===== src/rtl/spi_pkg.sv =====
// Shared types and default sizing for the parameterised SPI subordinate.
package spi_pkg;

  localparam int unsigned ADDR_W_DEF = 10;
  localparam int unsigned DATA_W_DEF = 32;
  localparam logic [31:0] ID_VALUE_DEF = 32'h5350_4931;

  typedef enum logic [1:0] {
    OP_READ  = 2'b00,
    OP_WRITE = 2'b01,
    OP_ID    = 2'b10,
    OP_RSVD  = 2'b11
  } op_e;

  typedef enum logic [2:0] {
    ST_IDLE,
    ST_RX,
    ST_ACCESS,
    ST_TX,
    ST_DONE
  } state_e;

endpackage


===== src/rtl/spi_shreg.sv =====
// Parallel-load, MSB-first shift register used for both the RX and TX paths.
module spi_shreg
  import spi_pkg::*;
#(
  parameter int unsigned W = 8
) (
  input  logic         clk,
  input  logic         rst_n,
  input  logic         clr,
  input  logic         load,
  input  logic [W-1:0] load_val,
  input  logic         shift,
  input  logic         sin,
  output logic [W-1:0] q,
  output logic         msb
);

  always_ff @(posedge clk or negedge rst_n) begin
    if (!rst_n) begin
      q <= '0;
    end else if (clr) begin
      q <= '0;
    end else if (load) begin
      q <= load_val;
    end else if (shift) begin
      q <= {q[W-2:0], sin};
    end
  end

  assign msb = q[W-1];

endmodule


===== src/rtl/spi_sub_param.sv =====
// SPI subordinate: receives {op, addr, data}, performs one memory access,
// then shifts a same-width response frame back out on miso.
module spi_sub_param
  import spi_pkg::*;
#(
  parameter int unsigned ADDR_W   = ADDR_W_DEF,
  parameter int unsigned DATA_W   = DATA_W_DEF,
  parameter logic [31:0] ID_VALUE = ID_VALUE_DEF
) (
  input  logic              sclk,
  input  logic              rst_n,
  input  logic              cs_n,
  input  logic              mosi,
  output logic              miso,
  output logic              r_en,
  output logic              w_en,
  output logic [ADDR_W-1:0] addr,
  output logic [DATA_W-1:0] data_o,
  input  logic [DATA_W-1:0] data_i,
  output logic              busy
);

  localparam int unsigned FRAME_W = 2 + ADDR_W + DATA_W;
  localparam int unsigned CNT_W   = $clog2(FRAME_W + 1);
  localparam logic [CNT_W-1:0] CNT_LAST = CNT_W'(FRAME_W - 1);

  state_e              state_q, state_d;
  logic [CNT_W-1:0]    cnt_q, cnt_d;
  op_e                 op_q, op_d;
  logic                r_en_d, w_en_d, busy_d;
  logic [ADDR_W-1:0]   addr_d;
  logic [DATA_W-1:0]   data_o_d;

  logic                rx_shift, rx_clr;
  logic                tx_load, tx_shift, tx_clr;
  logic [FRAME_W-1:0]  rx_q, tx_q, rx_frame, resp;
  logic                rx_msb, tx_msb;
  logic [DATA_W-1:0]   resp_data;
  op_e                 rx_op;
  logic                unused_bits;

  spi_shreg #(.W(FRAME_W)) u_rx (
    .clk      (sclk),
    .rst_n    (rst_n),
    .clr      (rx_clr),
    .load     (1'b0),
    .load_val ('0),
    .shift    (rx_shift),
    .sin      (mosi),
    .q        (rx_q),
    .msb      (rx_msb)
  );

  spi_shreg #(.W(FRAME_W)) u_tx (
    .clk      (sclk),
    .rst_n    (rst_n),
    .clr      (tx_clr),
    .load     (tx_load),
    .load_val (resp),
    .shift    (tx_shift),
    .sin      (1'b0),
    .q        (tx_q),
    .msb      (tx_msb)
  );

  // Only the serial ends of the shifters are consumed on these paths.
  assign unused_bits = ^{rx_msb, tx_q};

  // Frame as it will stand once the bit on mosi this edge is captured.
  assign rx_frame = {rx_q[FRAME_W-2:0], mosi};
  assign rx_op    = op_e'(rx_frame[FRAME_W-1 -: 2]);

  // Response frame, loaded on the edge that ends ACCESS.
  always_comb begin
    resp_data = '1;
    unique case (op_q)
      OP_READ:  resp_data = data_i;
      OP_WRITE: resp_data = data_o;
      OP_ID:    resp_data = DATA_W'(ID_VALUE);
      OP_RSVD:  resp_data = '1;
      default:  resp_data = '1;
    endcase
    resp = (op_q == OP_WRITE) ? rx_q : {op_q, addr, resp_data};
  end

  // Next-state and registered-output logic.
  always_comb begin
    state_d  = state_q;
    cnt_d    = cnt_q;
    op_d     = op_q;
    r_en_d   = 1'b0;
    w_en_d   = 1'b0;
    addr_d   = addr;
    data_o_d = data_o;
    rx_shift = 1'b0;
    rx_clr   = 1'b0;
    tx_load  = 1'b0;
    tx_shift = 1'b0;
    tx_clr   = 1'b0;

    unique case (state_q)
      ST_IDLE: begin
        if (!cs_n) begin
          rx_shift = 1'b1;
          cnt_d    = CNT_W'(1);
          state_d  = ST_RX;
        end
      end
      ST_RX: begin
        if (cs_n) begin
          rx_clr  = 1'b1;
          cnt_d   = '0;
          state_d = ST_IDLE;
        end else begin
          rx_shift = 1'b1;
          if (cnt_q == CNT_LAST) begin
            cnt_d    = '0;
            op_d     = rx_op;
            addr_d   = rx_frame[DATA_W +: ADDR_W];
            data_o_d = rx_frame[DATA_W-1:0];
            r_en_d   = (rx_op == OP_READ);
            w_en_d   = (rx_op == OP_WRITE);
            state_d  = ST_ACCESS;
          end else begin
            cnt_d = cnt_q + CNT_W'(1);
          end
        end
      end
      ST_ACCESS: begin
        if (cs_n) begin
          rx_clr  = 1'b1;
          state_d = ST_IDLE;
        end else begin
          tx_load = 1'b1;
          state_d = ST_TX;
        end
      end
      ST_TX: begin
        if (cs_n) begin
          tx_clr  = 1'b1;
          cnt_d   = '0;
          state_d = ST_IDLE;
        end else begin
          tx_shift = 1'b1;
          if (cnt_q == CNT_LAST) begin
            cnt_d   = '0;
            state_d = ST_DONE;
          end else begin
            cnt_d = cnt_q + CNT_W'(1);
          end
        end
      end
      ST_DONE: begin
        if (cs_n) begin
          state_d = ST_IDLE;
        end
      end
      default: begin
        cnt_d   = '0;
        state_d = ST_IDLE;
      end
    endcase

    busy_d = (state_d != ST_IDLE);
  end

  always_ff @(posedge sclk or negedge rst_n) begin
    if (!rst_n) begin
      state_q <= ST_IDLE;
      cnt_q   <= '0;
      op_q    <= OP_READ;
      r_en    <= 1'b0;
      w_en    <= 1'b0;
      addr    <= '0;
      data_o  <= '0;
      busy    <= 1'b0;
    end else begin
      state_q <= state_d;
      cnt_q   <= cnt_d;
      op_q    <= op_d;
      r_en    <= r_en_d;
      w_en    <= w_en_d;
      addr    <= addr_d;
      data_o  <= data_o_d;
      busy    <= busy_d;
    end
  end

  // miso launches half a cycle ahead of the master's sampling edge.
  always_ff @(negedge sclk or negedge rst_n) begin
    if (!rst_n) begin
      miso <= 1'b0;
    end else begin
      miso <= (state_q == ST_TX) ? tx_msb : 1'b0;
    end
  end

endmodule


===== config.mk =====
export PLATFORM = sky130hd
export DESIGN_NAME = spi_sub_param
export DESIGN_NICKNAME = d
export VERILOG_FILES = /design/src/rtl/spi_pkg.sv /design/src/rtl/spi_shreg.sv /design/src/rtl/spi_sub_param.sv
export SDC_FILE = /design/constraint.sdc
export NUM_CORES = 1
export LEC_CHECK = 0
export BUFFER_PORTS_ARGS = -buffer_cell sky130_fd_sc_hd__buf_4
export CAP_MARGIN = 40
export CORE_MARGIN = 5
export CORE_UTILIZATION = 42
export DETAILED_ROUTE_END_ITERATION = 10
export GPL_TIMING_DRIVEN = 0
export HOLD_SLACK_MARGIN = 0.03
export SLEW_MARGIN = 20
export SYNTH_ARGS = -nofsm -noshare
export SYNTH_HDL_FRONTEND = slang
export SYNTH_SLANG_ARGS = --single-unit

===== constraint.sdc =====
create_clock -name sclk -period 2.4 [get_ports sclk]
set_input_delay 0.12 -clock sclk [delete_from_list [all_inputs] [get_ports sclk]]
set_output_delay 0.12 -clock sclk [all_outputs]
set_load 0.1 [all_outputs]

==> results of run 1 <==
## state kept, by name, summed over array words and instances, names as in the netlist
name,cells
addr,10
u_rx.q,44
w_en,1
data_o,32
cnt_q,6
u_tx.q,44
op_q,2
miso,1
busy,1
state_q,3
r_en,1
## cell type report
type                       count  area share (%)
clock inverter                12            1.17
sequential                   145            44.8
buffer                        48            2.75
multi-input combinational    407            34.1
clock buffer                  18            5.42
inverter                       3           0.139
tap                          216            3.33
timing repair buffer          85            8.35
## stage by stage
step                      power [mW]  hold slack (ns)  util [%]  setup TNS [ns]  setup slack [ns]
after floorplan                 2.70           -0.176         -               0             0.131
after global placement          2.85            0.372      47.8          -0.555            -0.548
after detailed placement        2.86           0.0521      48.0               0           0.00819
after CTS                       5.30            0.101      51.6               0           0.00676
after global routing            5.45            0.110      51.6               0            0.0321
final                           5.25            0.110      51.6               0            0.0685
## power by group through the flow
stage / logic [mW] / registers [mW] / clock network, mW
finish: 0.296 / 2.53 / 2.43
global route: 0.329 / 2.53 / 2.59
CTS: 0.299 / 2.52 / 2.47
detailed placement: 0.295 / 2.57 / 0
global placement: 0.283 / 2.57 / 0
floorplan: 0.132 / 2.57 / 0
## metal layers
layer  vias to the layer above  wire, um  global-route usage (%)  part of all wire [%]
met5                         -         0                       0                     0
met4                         0       223                    5.94                   1.3
met3                        18       726                    3.83                   4.4
met2                       147      7630                    28.2                    46
met1                      2592      8050                    27.5                    48
li1                       2413         -                       -                     -
## cells by family (layout without fill, tap and decap cells)
kind of cell	after synthesis	in the layout	synth area share, %
AOI/OAI and AO/OA	168	168	17.8
muxes	65	65	10.9
xor gates and xnor gates	2	2	0.264
adders and majority gates	1	1	0.189
and+or+nand+nor	171	171	12.5
buffers and inverters	53	166	3.64
DFF	145	145	54.7
## cells in the final DEF (no fill, tap or decap), types with 11 or more instances in the layout
cell       count
dfrtp_1      144
nand2_1      101
buf_4         79
mux2_2        53
a21oi_1       50
o21ai_0       39
clkbuf_1      34
nor2b_1       22
o221a_2       19
a221o_1       19
clkbuf_16     17
nand3_1       15
o2111ai_1     11
## path summary, 6_finish.rpt
check                                 from         end  slack (ns)  depth (start not counted)
worst max-delay path                  miso        miso        0.07                          1
worst min-delay path            data_i[11]  u_tx.q[11]        0.11                          4
worst max register to register  state_q[0]        miso        0.17                          2
worst min register to register   data_o[9]   data_o[9]        0.50                          1
max in group asynchronous            rst_n        miso        0.27                          3
min in group asynchronous            rst_n  u_rx.q[11]        0.19                          2
## timing repair
item / in CTS / in global routing
pin swaps: 0 / 0
hold endpoints to repair: 53 / 0
hold buffers: 3 / 0
resized for setup: 0 / 2
setup endpoints to repair: 1 / 2
==> results.py, run 1 <==
metrics = {
    "pwr": {
        "swShare_pct": 23.3,
        "seqPwrFrac_pct": 48.1,
        "pwr-share-clk_pct": 46.3,
        "switchingPower_mw": 1.23,
        "p_leak_nw": 3.77,
        "vdd_drop_max_v": 0.000515,
        "pwr-share-comb_pct": 5.6,
        "p_per_area_mw_per_mm2": 648,
        "power.internal_mw": 4.03,
    },
    "floorplanning": {
        "die_h_um": 136,
        "rows": 46,
        "pin_count": 82,
        "dieArea_mm2": 0.0184,
        "initial_core_util_pct": 42.2,
        "die_x_um": 136,
        "core_mm2": 0.0157,
    },
    "setup_path": {
        "start_kind": "register",
        "slowest_stage": "dfrtn_1",
        "cp.required_ns": 2.28,
        "criticalPathCategory": "register to output pin",
        "crit_fanout": 1,
        "cp-end-kind": "output pin",
        "path_cells": "buf_6",
        "critPathBufInv": 1,
        "max_stage_delay_ns": 0.40,
        "arrival_ns": 2.21,
        "path_delay_family": "flip-flops",
    },
    "global_route": {
        "grt-ovfl-total": 0,
        "antenna_found_initial": 0,
        "first_global_vias": 5125,
        "grt_pass1_wl_mm": 27.3,
        "grtUsageTotal_pct": 18.8,
        "grt_max_degree": 96,
    },
    "place": {
        "place.gp.congestion": 0.804,
        "postPlaceCellArea_mm2": 0.00754,
        "place_hpwl_mm": 11.6,
        "placed_cells": 903,
        "io_buffers": 81,
    },
    "routing": {
        "initialDrtViolationCount": 292,
        "vias": 5170,
        "drt-total-wl_mm": 16.6,
        "wire_per_inst_um": 17.8,
        "avgViaCountPerCell": 5.54,
        "drtAntennaViolNets": 0,
        "route.detailed.drc": 0,
        "drt_pass1_iterations": 7,
    },
    "clocking": {
        "cts.sinks": 145,
        "post_cts_buffers": 0,
        "cts_buffer_depth": 2,
        "cts_buffers": 17,
        "htreeDepth": 4,
        "clk_pin_slew_worst_paths_ns": 0.06,
        "cts-root-buf": "clkbuf_16",
        "tritoncts": "done",
        "clk_latency_ns": 0.41,
    },
    "synth": {
        "yosysMostFrequentCell": "dfrtp_1",
        "syn-instance-count": 605,
        "ys.flop_type": "dfrtp_1",
        "syn_avg_cell_area_um2": 11.0,
        "synth_edf_count": 0,
        "ys_warn_count": 0,
        "yosysSeqAreaShare_pct": 54.7,
        "synthTopCellsByArea": "dfrtp_1 (54%), mux2_2 (9.0%), nand2_1 (5.7%)",
        "yosys.area.top_type_share_pct": 54.3,
        "synth-seq-cells": 145,
        "async_flop_share_pct": 100,
        "synth_common_cells": "dfrtp_1 (144), nand2_1 (101), mux2_2 (53)",
        "netlist_area_mm2": 0.00663,
        "netlist-cell-type-count": 51,
        "syn_nets": 642,
        "yosys.area.top_type": "dfrtp_1",
    },
    "job": {
        "max_cap_viol_count": 0,
    },
    "timing": {
        "rsz0062_at_grt": "false",
        "hold_viol_final": 0,
        "setup_violations": 0,
        "worst_slew_pin_slew_ns": 0.796,
        "slew_violations": 0,
        "slew_headroom_pct": 46.6,
        "fin_skew_ns": 0.0239,
    },
    "finish": {
        "diodes": 0,
        "stdcell_area_mm2": 0.00811,
        "fin_nets": 744,
        "fin_cells": 934,
        "fillers": 1451,
        "area_growth_pct": 22.3,
        "drive_gt1_share_pct": 28.7,
        "seq_area_mm2": 0.00363,
        "multi_input_area_mm2": 0.00276,
    },
    "outcome": {
        "outcome": "finished, final reports clean",
    },
    "worst_hold_path": {
        "hold_class": "primary input to register",
    },
}
(Power assumes the default switching activity.)
==> run 2: changes to the inputs <==
--- a/config.mk
+++ b/config.mk
@@ -8,10 +8,11 @@
 export BUFFER_PORTS_ARGS = -buffer_cell sky130_fd_sc_hd__buf_4
 export CAP_MARGIN = 40
 export CORE_MARGIN = 5
-export CORE_UTILIZATION = 42
+export CORE_UTILIZATION = 58
 export DETAILED_ROUTE_END_ITERATION = 10
 export GPL_TIMING_DRIVEN = 0
 export HOLD_SLACK_MARGIN = 0.03
+export PLACE_DENSITY = 0.8
 export SLEW_MARGIN = 20
 export SYNTH_ARGS = -nofsm -noshare
 export SYNTH_HDL_FRONTEND = slang
==> constraint.sdc (replaced) <==
create_clock -name sclk -period 2.43 [get_ports sclk]
set_input_delay 0.1215 -clock sclk [delete_from_list [all_inputs] [get_ports sclk]]
set_output_delay 0.1215 -clock sclk [all_outputs]
set_load 0.1 [all_outputs]
==> run 2 against run 1 <==
  * Via count is 1.8% higher
  * Register-to-register slack got worse by 0.14 ns
  * Combinational power is essentially flat
  * Setup slack worse by 0.039 ns
  * Highest routed layer unchanged
==> results.py, run 2 (synthesis gave the netlist of run 1 again) <==
metrics = {
    "setup_path": {
        "cp.required_ns": 1.46,
        "path_delay_family": "flip-flops",
        "start_kind": "register",
        "slowest_stage": "dfrtp_1",
        "max_stage_delay_ns": 0.41,
        "crit_fanout": 8,
        "path_cells": "nor2b_1 > clkbuf_1 > and3_1",
        "cp-end-kind": "register",
        "criticalPathCategory": "register to register",
        "critPathBufInv": 1,
        "arrival_ns": 1.43,
    },
    "finish": {
        "fin_util_pct": 71.5,
        "layout_common_cells": "dfrtp_1 (144), nand2_1 (101), buf_4 (80)",
        "drive_gt1_share_pct": 28.5,
        "fin_nets": 744,
        "diodes": 0,
        "area_growth_pct": 22.1,
        "mostFrequentLayoutCell": "dfrtp_1",
        "fin_cells": 862,
        "top_regs": "u_rx.q: 44 flops, u_tx.q: 44 flops, data_o: 32 flops",
    },
    "routing": {
        "vias": 5264,
        "wire_per_inst_um": 18.8,
        "drt-total-wl_mm": 16.2,
        "initialDrtViolationCount": 480,
        "drt_pass1_iterations": 5,
        "drtAntennaViolNets": 0,
        "route.detailed.drc": 0,
        "avgViaCountPerCell": 6.11,
    },
    "floorplanning": {
        "initial_core_util_pct": 58.6,
        "pin_count": 82,
        "die_x_um": 117,
        "dieArea_mm2": 0.0137,
        "rows": 39,
        "die_h_um": 117,
        "core_mm2": 0.0113,
    },
    "clocking": {
        "clk_latency_ns": 0.42,
        "cts_buffers": 17,
        "cts.sinks": 145,
        "post_cts_buffers": 0,
        "htreeDepth": 4,
        "cts-root-buf": "clkbuf_16",
        "clk_pin_slew_worst_paths_ns": 0.06,
        "tritoncts": "done",
        "cts_buffer_depth": 2,
    },
    "place": {
        "io_buffers": 81,
        "place_hpwl_mm": 10.9,
        "placed_cells": 830,
        "place.gp.congestion": 0.853,
    },
    "job": {
        "max_cap_viol_count": 0,
    },
    "pwr": {
        "vdd_drop_max_v": 0.000361,
        "p_leak_nw": 3.82,
        "p_per_area_mw_per_mm2": 689,
    },
    "timing": {
        "worst_slew_pin_slew_ns": 0.855,
        "hold_viol_final": 0,
        "rsz0062_at_grt": "false",
        "slew_violations": 0,
        "slew_headroom_pct": 42.7,
        "setup_violations": 0,
        "fin_skew_ns": 0.0224,
    },
    "global_route": {
        "grt_pass1_wl_mm": 26.6,
        "first_global_vias": 5214,
        "grt-ovfl-total": 0,
        "antenna_found_initial": 0,
        "grtUsageTotal_pct": 25.1,
        "grt_max_degree": 86,
    },
    "worst_hold_path": {
        "hold_class": "primary input to register",
    },
    "outcome": {
        "outcome": "finished, final reports clean",
    },
}
## run 2: changes by cell type in the layout (fill, tap and decap cells not counted), sizes merged
cell / change
clkinv: -1
bufinv: +3
clkbuf: +4
clkinvlp: -4
dlygate4sd3: -1
## run 2: layout make-up
class / count / area (um^2)
Buffer: 49 / 226
Clock buffer: 21 / 470
Clock inverter: 10 / 158
Fill cell: 807 / 3220
Inverter: 3 / 11.3
Multi-Input combinational cell: 407 / 2760
Sequential cell: 145 / 3630
Tap cell: 143 / 179
Timing Repair Buffer: 84 / 663
## run 2: where the power goes
part | internal [mW] | switching, mW
combinational | 0.110 | 0.183
clock | 1.79 | 1.00
sequential | 2.46 | 0.0340
total | 4.36 | 1.22
## run 2: final timing paths
path / start / endpoint / slack, ns / cells past startpoint
max: state_q[1] / miso / 0.03 / 3
min: data_i[1] / u_tx.q[1] / 0.05 / 3
max reg2reg: state_q[1] / miso / 0.03 / 3
min reg2reg: u_tx.q[39] / u_tx.q[40] / 0.50 / 2
max in group asynchronous: rst_n / miso / 0.57 / 2
min in group asynchronous: rst_n / addr[5] / 0.28 / 2
## run 2: per-stage QoR
stage	worst slack [ns]	instance area (um^2)	hold slack (ns)	TNS (ns)	power, mW
2_1_floorplan	0.145	6630	-0.174	0	2.67
3_3_place_gp	-0.435	7420	0.371	-0.435	2.80
3_5_place_dp	0.0388	7450	0.170	0	2.82
4_1_cts	0.0253	8100	0.0411	0	5.58
5_1_grt	0.000791	8100	0.0530	0	5.73
6_report	0.0293	8100	0.0535	0	5.58
## run 2: worst reg2reg max path, delay by kind of cell, from the launching register on
family,cells,cell delay (ns)
buf+inv,1,0.21
flops,1,0.41
simple gates,2,0.39
## run 2: metal layers
metal / global-route usage (%) / part of all wire (%) / vias up
met4: 8.10 / 1.5 / 0
met2: 38.5 / 47 / 207
met3: 6.02 / 7.1 / 27
li1: - / - / 2415
met5: 0 / 0 / -
met1: 35.6 / 44 / 2615
## run 2: timing repair
item / CTS / global route
endpoints found under the setup margin: 1 / 0
hold endpoints to repair: 85 / 0
hold buffers: 2 / 0
resized for setup: 0 / 0
==> run 3: changes to the inputs <==
--- a/config.mk
+++ b/config.mk
@@ -12,7 +12,7 @@
 export DETAILED_ROUTE_END_ITERATION = 10
 export GPL_TIMING_DRIVEN = 0
 export HOLD_SLACK_MARGIN = 0.03
-export PLACE_DENSITY = 0.8
+export PLACE_DENSITY = 0.83
 export SLEW_MARGIN = 20
 export SYNTH_ARGS = -nofsm -noshare
 export SYNTH_HDL_FRONTEND = slang
==> run 3 against run 2 <==
  * Final cell count is 0.12% higher
  * Sequential share of layout area up 0.26 points
  * Register-to-register slack improved by 0.14 ns
  * Critical path depth fell by 2
  * Critical path type is now register to output pin
  * Power is 4.4% lower
  * Global-route usage grew 0.73 points
  * Clock-buffer cell count fell by 2
==> results.py, run 3 (synthesis gave the netlist of run 1 again) <==
metrics = {
    "outcome": {
        "outcome": "finished, final reports clean",
    },
    "floorplanning": {
        "die_h_um": 117,
        "rows": 39,
        "initial_core_util_pct": 58.6,
        "pin_count": 82,
        "core_mm2": 0.0113,
        "dieArea_mm2": 0.0137,
        "die_x_um": 117,
    },
    "timing": {
        "setup_violations": 0,
        "fin_skew_ns": 0.0249,
        "rsz0062_at_grt": "false",
        "fin_setup_tns_ns": 0,
        "worst_slack_ns": 0.0373,
        "hold_viol_final": 0,
        "slew_violations": 0,
        "slew_headroom_pct": 46.5,
        "hold_ws_ns": 0.110,
        "worst_slew_pin_slew_ns": 0.799,
    },
    "finish": {
        "diodes": 0,
        "drive_gt1_share_pct": 28.6,
        "fin_cells": 863,
        "fillers": 792,
        "top_regs": "u_rx.q: 44 flops, u_tx.q: 44 flops, data_o: 32 flops",
        "area_growth_pct": 21.4,
        "fin_nets": 744,
        "fin_util_pct": 71.1,
        "mostFrequentLayoutCell": "dfrtp_1",
        "layout_common_cells": "dfrtp_1 (144), nand2_1 (101), buf_4 (80)",
    },
    "clocking": {
        "htreeDepth": 4,
        "clk_pin_slew_worst_paths_ns": 0.06,
        "cts_buffers": 17,
        "clk_latency_ns": 0.42,
        "cts_buffer_depth": 2,
        "cts-root-buf": "clkbuf_16",
        "cts.sinks": 145,
        "tritoncts": "done",
        "post_cts_buffers": 0,
    },
    "worst_hold_path": {
        "hold_class": "primary input to register",
        "min-delay-start": "data_i[14]",
    },
    "job": {
        "max_cap_viol_count": 0,
    },
    "setup_path": {
        "cp-end-kind": "output pin",
        "arrival_ns": 2.27,
        "path_delay_family": "flip-flops",
        "critPathBufInv": 1,
        "r2r_start": "state_q[0]",
        "crit_fanout": 1,
        "setup.worst_path.start": "miso",
        "max_stage_delay_ns": 0.38,
        "path_cells": "buf_4",
        "cp.required_ns": 2.31,
        "r2r_setup_slack_ns": 0.17,
        "slowest_stage": "dfrtn_1",
        "start_kind": "register",
        "criticalPathCategory": "register to output pin",
    },
    "place": {
        "io_buffers": 81,
        "place.gp.congestion": 0.864,
        "place_hpwl_mm": 11.1,
        "placed_cells": 830,
        "place_ws_ns": 0.0335,
    },
    "routing": {
        "drt-total-wl_mm": 16.6,
        "wire_per_inst_um": 19.3,
        "drtAntennaViolNets": 0,
        "avgViaCountPerCell": 6.21,
        "initialDrtViolationCount": 498,
        "route.detailed.drc": 0,
        "drt_pass1_iterations": 5,
        "vias": 5355,
    },
    "pwr": {
        "vdd_drop_max_v": 0.000427,
        "p_per_area_mw_per_mm2": 663,
        "p_leak_nw": 3.78,
    },
    "global_route": {
        "grt-ovfl-total": 0,
        "grt_max_degree": 81,
        "grtUsageTotal_pct": 25.8,
        "first_global_vias": 5345,
        "grt_pass1_wl_mm": 27.0,
        "antenna_found_initial": 0,
    },
}
==> run 3: cell count changes in the layout (fill, tap and decap cells not counted), moves of 2 or more <==
cell	delta
clkinvlp_4	+4
clkinv_4	+2
bufinv_16	-2
clkbuf_8	-3
==> run 3: worst paths after layout <==
path / endpoint / cells past startpoint
max: miso / 1
min: u_tx.q[14] / 4
max reg2reg: miso / 2
min reg2reg: u_tx.q[41] / 1
max in group asynchronous: miso / 3
min in group asynchronous: addr[4] / 2
==> run 3: power breakdown <==
part	leakage [nW]	switching [mW]	internal, mW
logic	1.51	0.182	0.111
registers	2.00	0.0356	2.46
clock network	0.269	1.04	1.51
==> run 3: metrics by stage <==
stage / total power [mW] / instance area (um^2)
2_1_floorplan: 2.67 / 6630
3_3_place_gp: 2.80 / 7420
3_5_place_dp: 2.82 / 7450
4_1_cts: 5.35 / 8050
5_1_grt: 5.52 / 8050
6_report: 5.34 / 8050
==> run 3: cell type report <==
type	instances	area, um^2	area share, %
multi-input cells	407	2760	34.3
well taps	143	179	2.22
repair buffers	85	673	8.36
plain buffers	48	223	2.77
clock inverters	13	140	1.74
inverters	3	11.3	0.140
clock buffers	19	433	5.38
flip-flops and latches	145	3630	45.1
==> run 3: layer usage <==
metal / GRT usage (%) / wire, um / share of wire [%] / up-vias
met3: 6.22 / 1230 / 7.4 / 35
li1: - / - / - / 2413
met2: 39.2 / 8020 / 48 / 233
met5: 0 / 0 / 0 / -
met4: 9.79 / 359 / 2.2 / 0
met1: 36.3 / 7040 / 42 / 2674
==> run 3: worst reg2reg max path, cell delays in order (launching register included) <==
cell and delay, ns:
dfrtp_1 0.41, buf_2 0.25, and3_1 0.21
==> run 3: timing repair <==
| item | 4_1_cts | 5_1_grt |
|---|---|---|
| hold buffers | 3 | 0 |
| hold endpoints to repair | 68 | 0 |
| gates resized for setup | 0 | 1 |
| setup endpoints to repair | 1 | 1 |
| gates cloned | 0 | 0 |
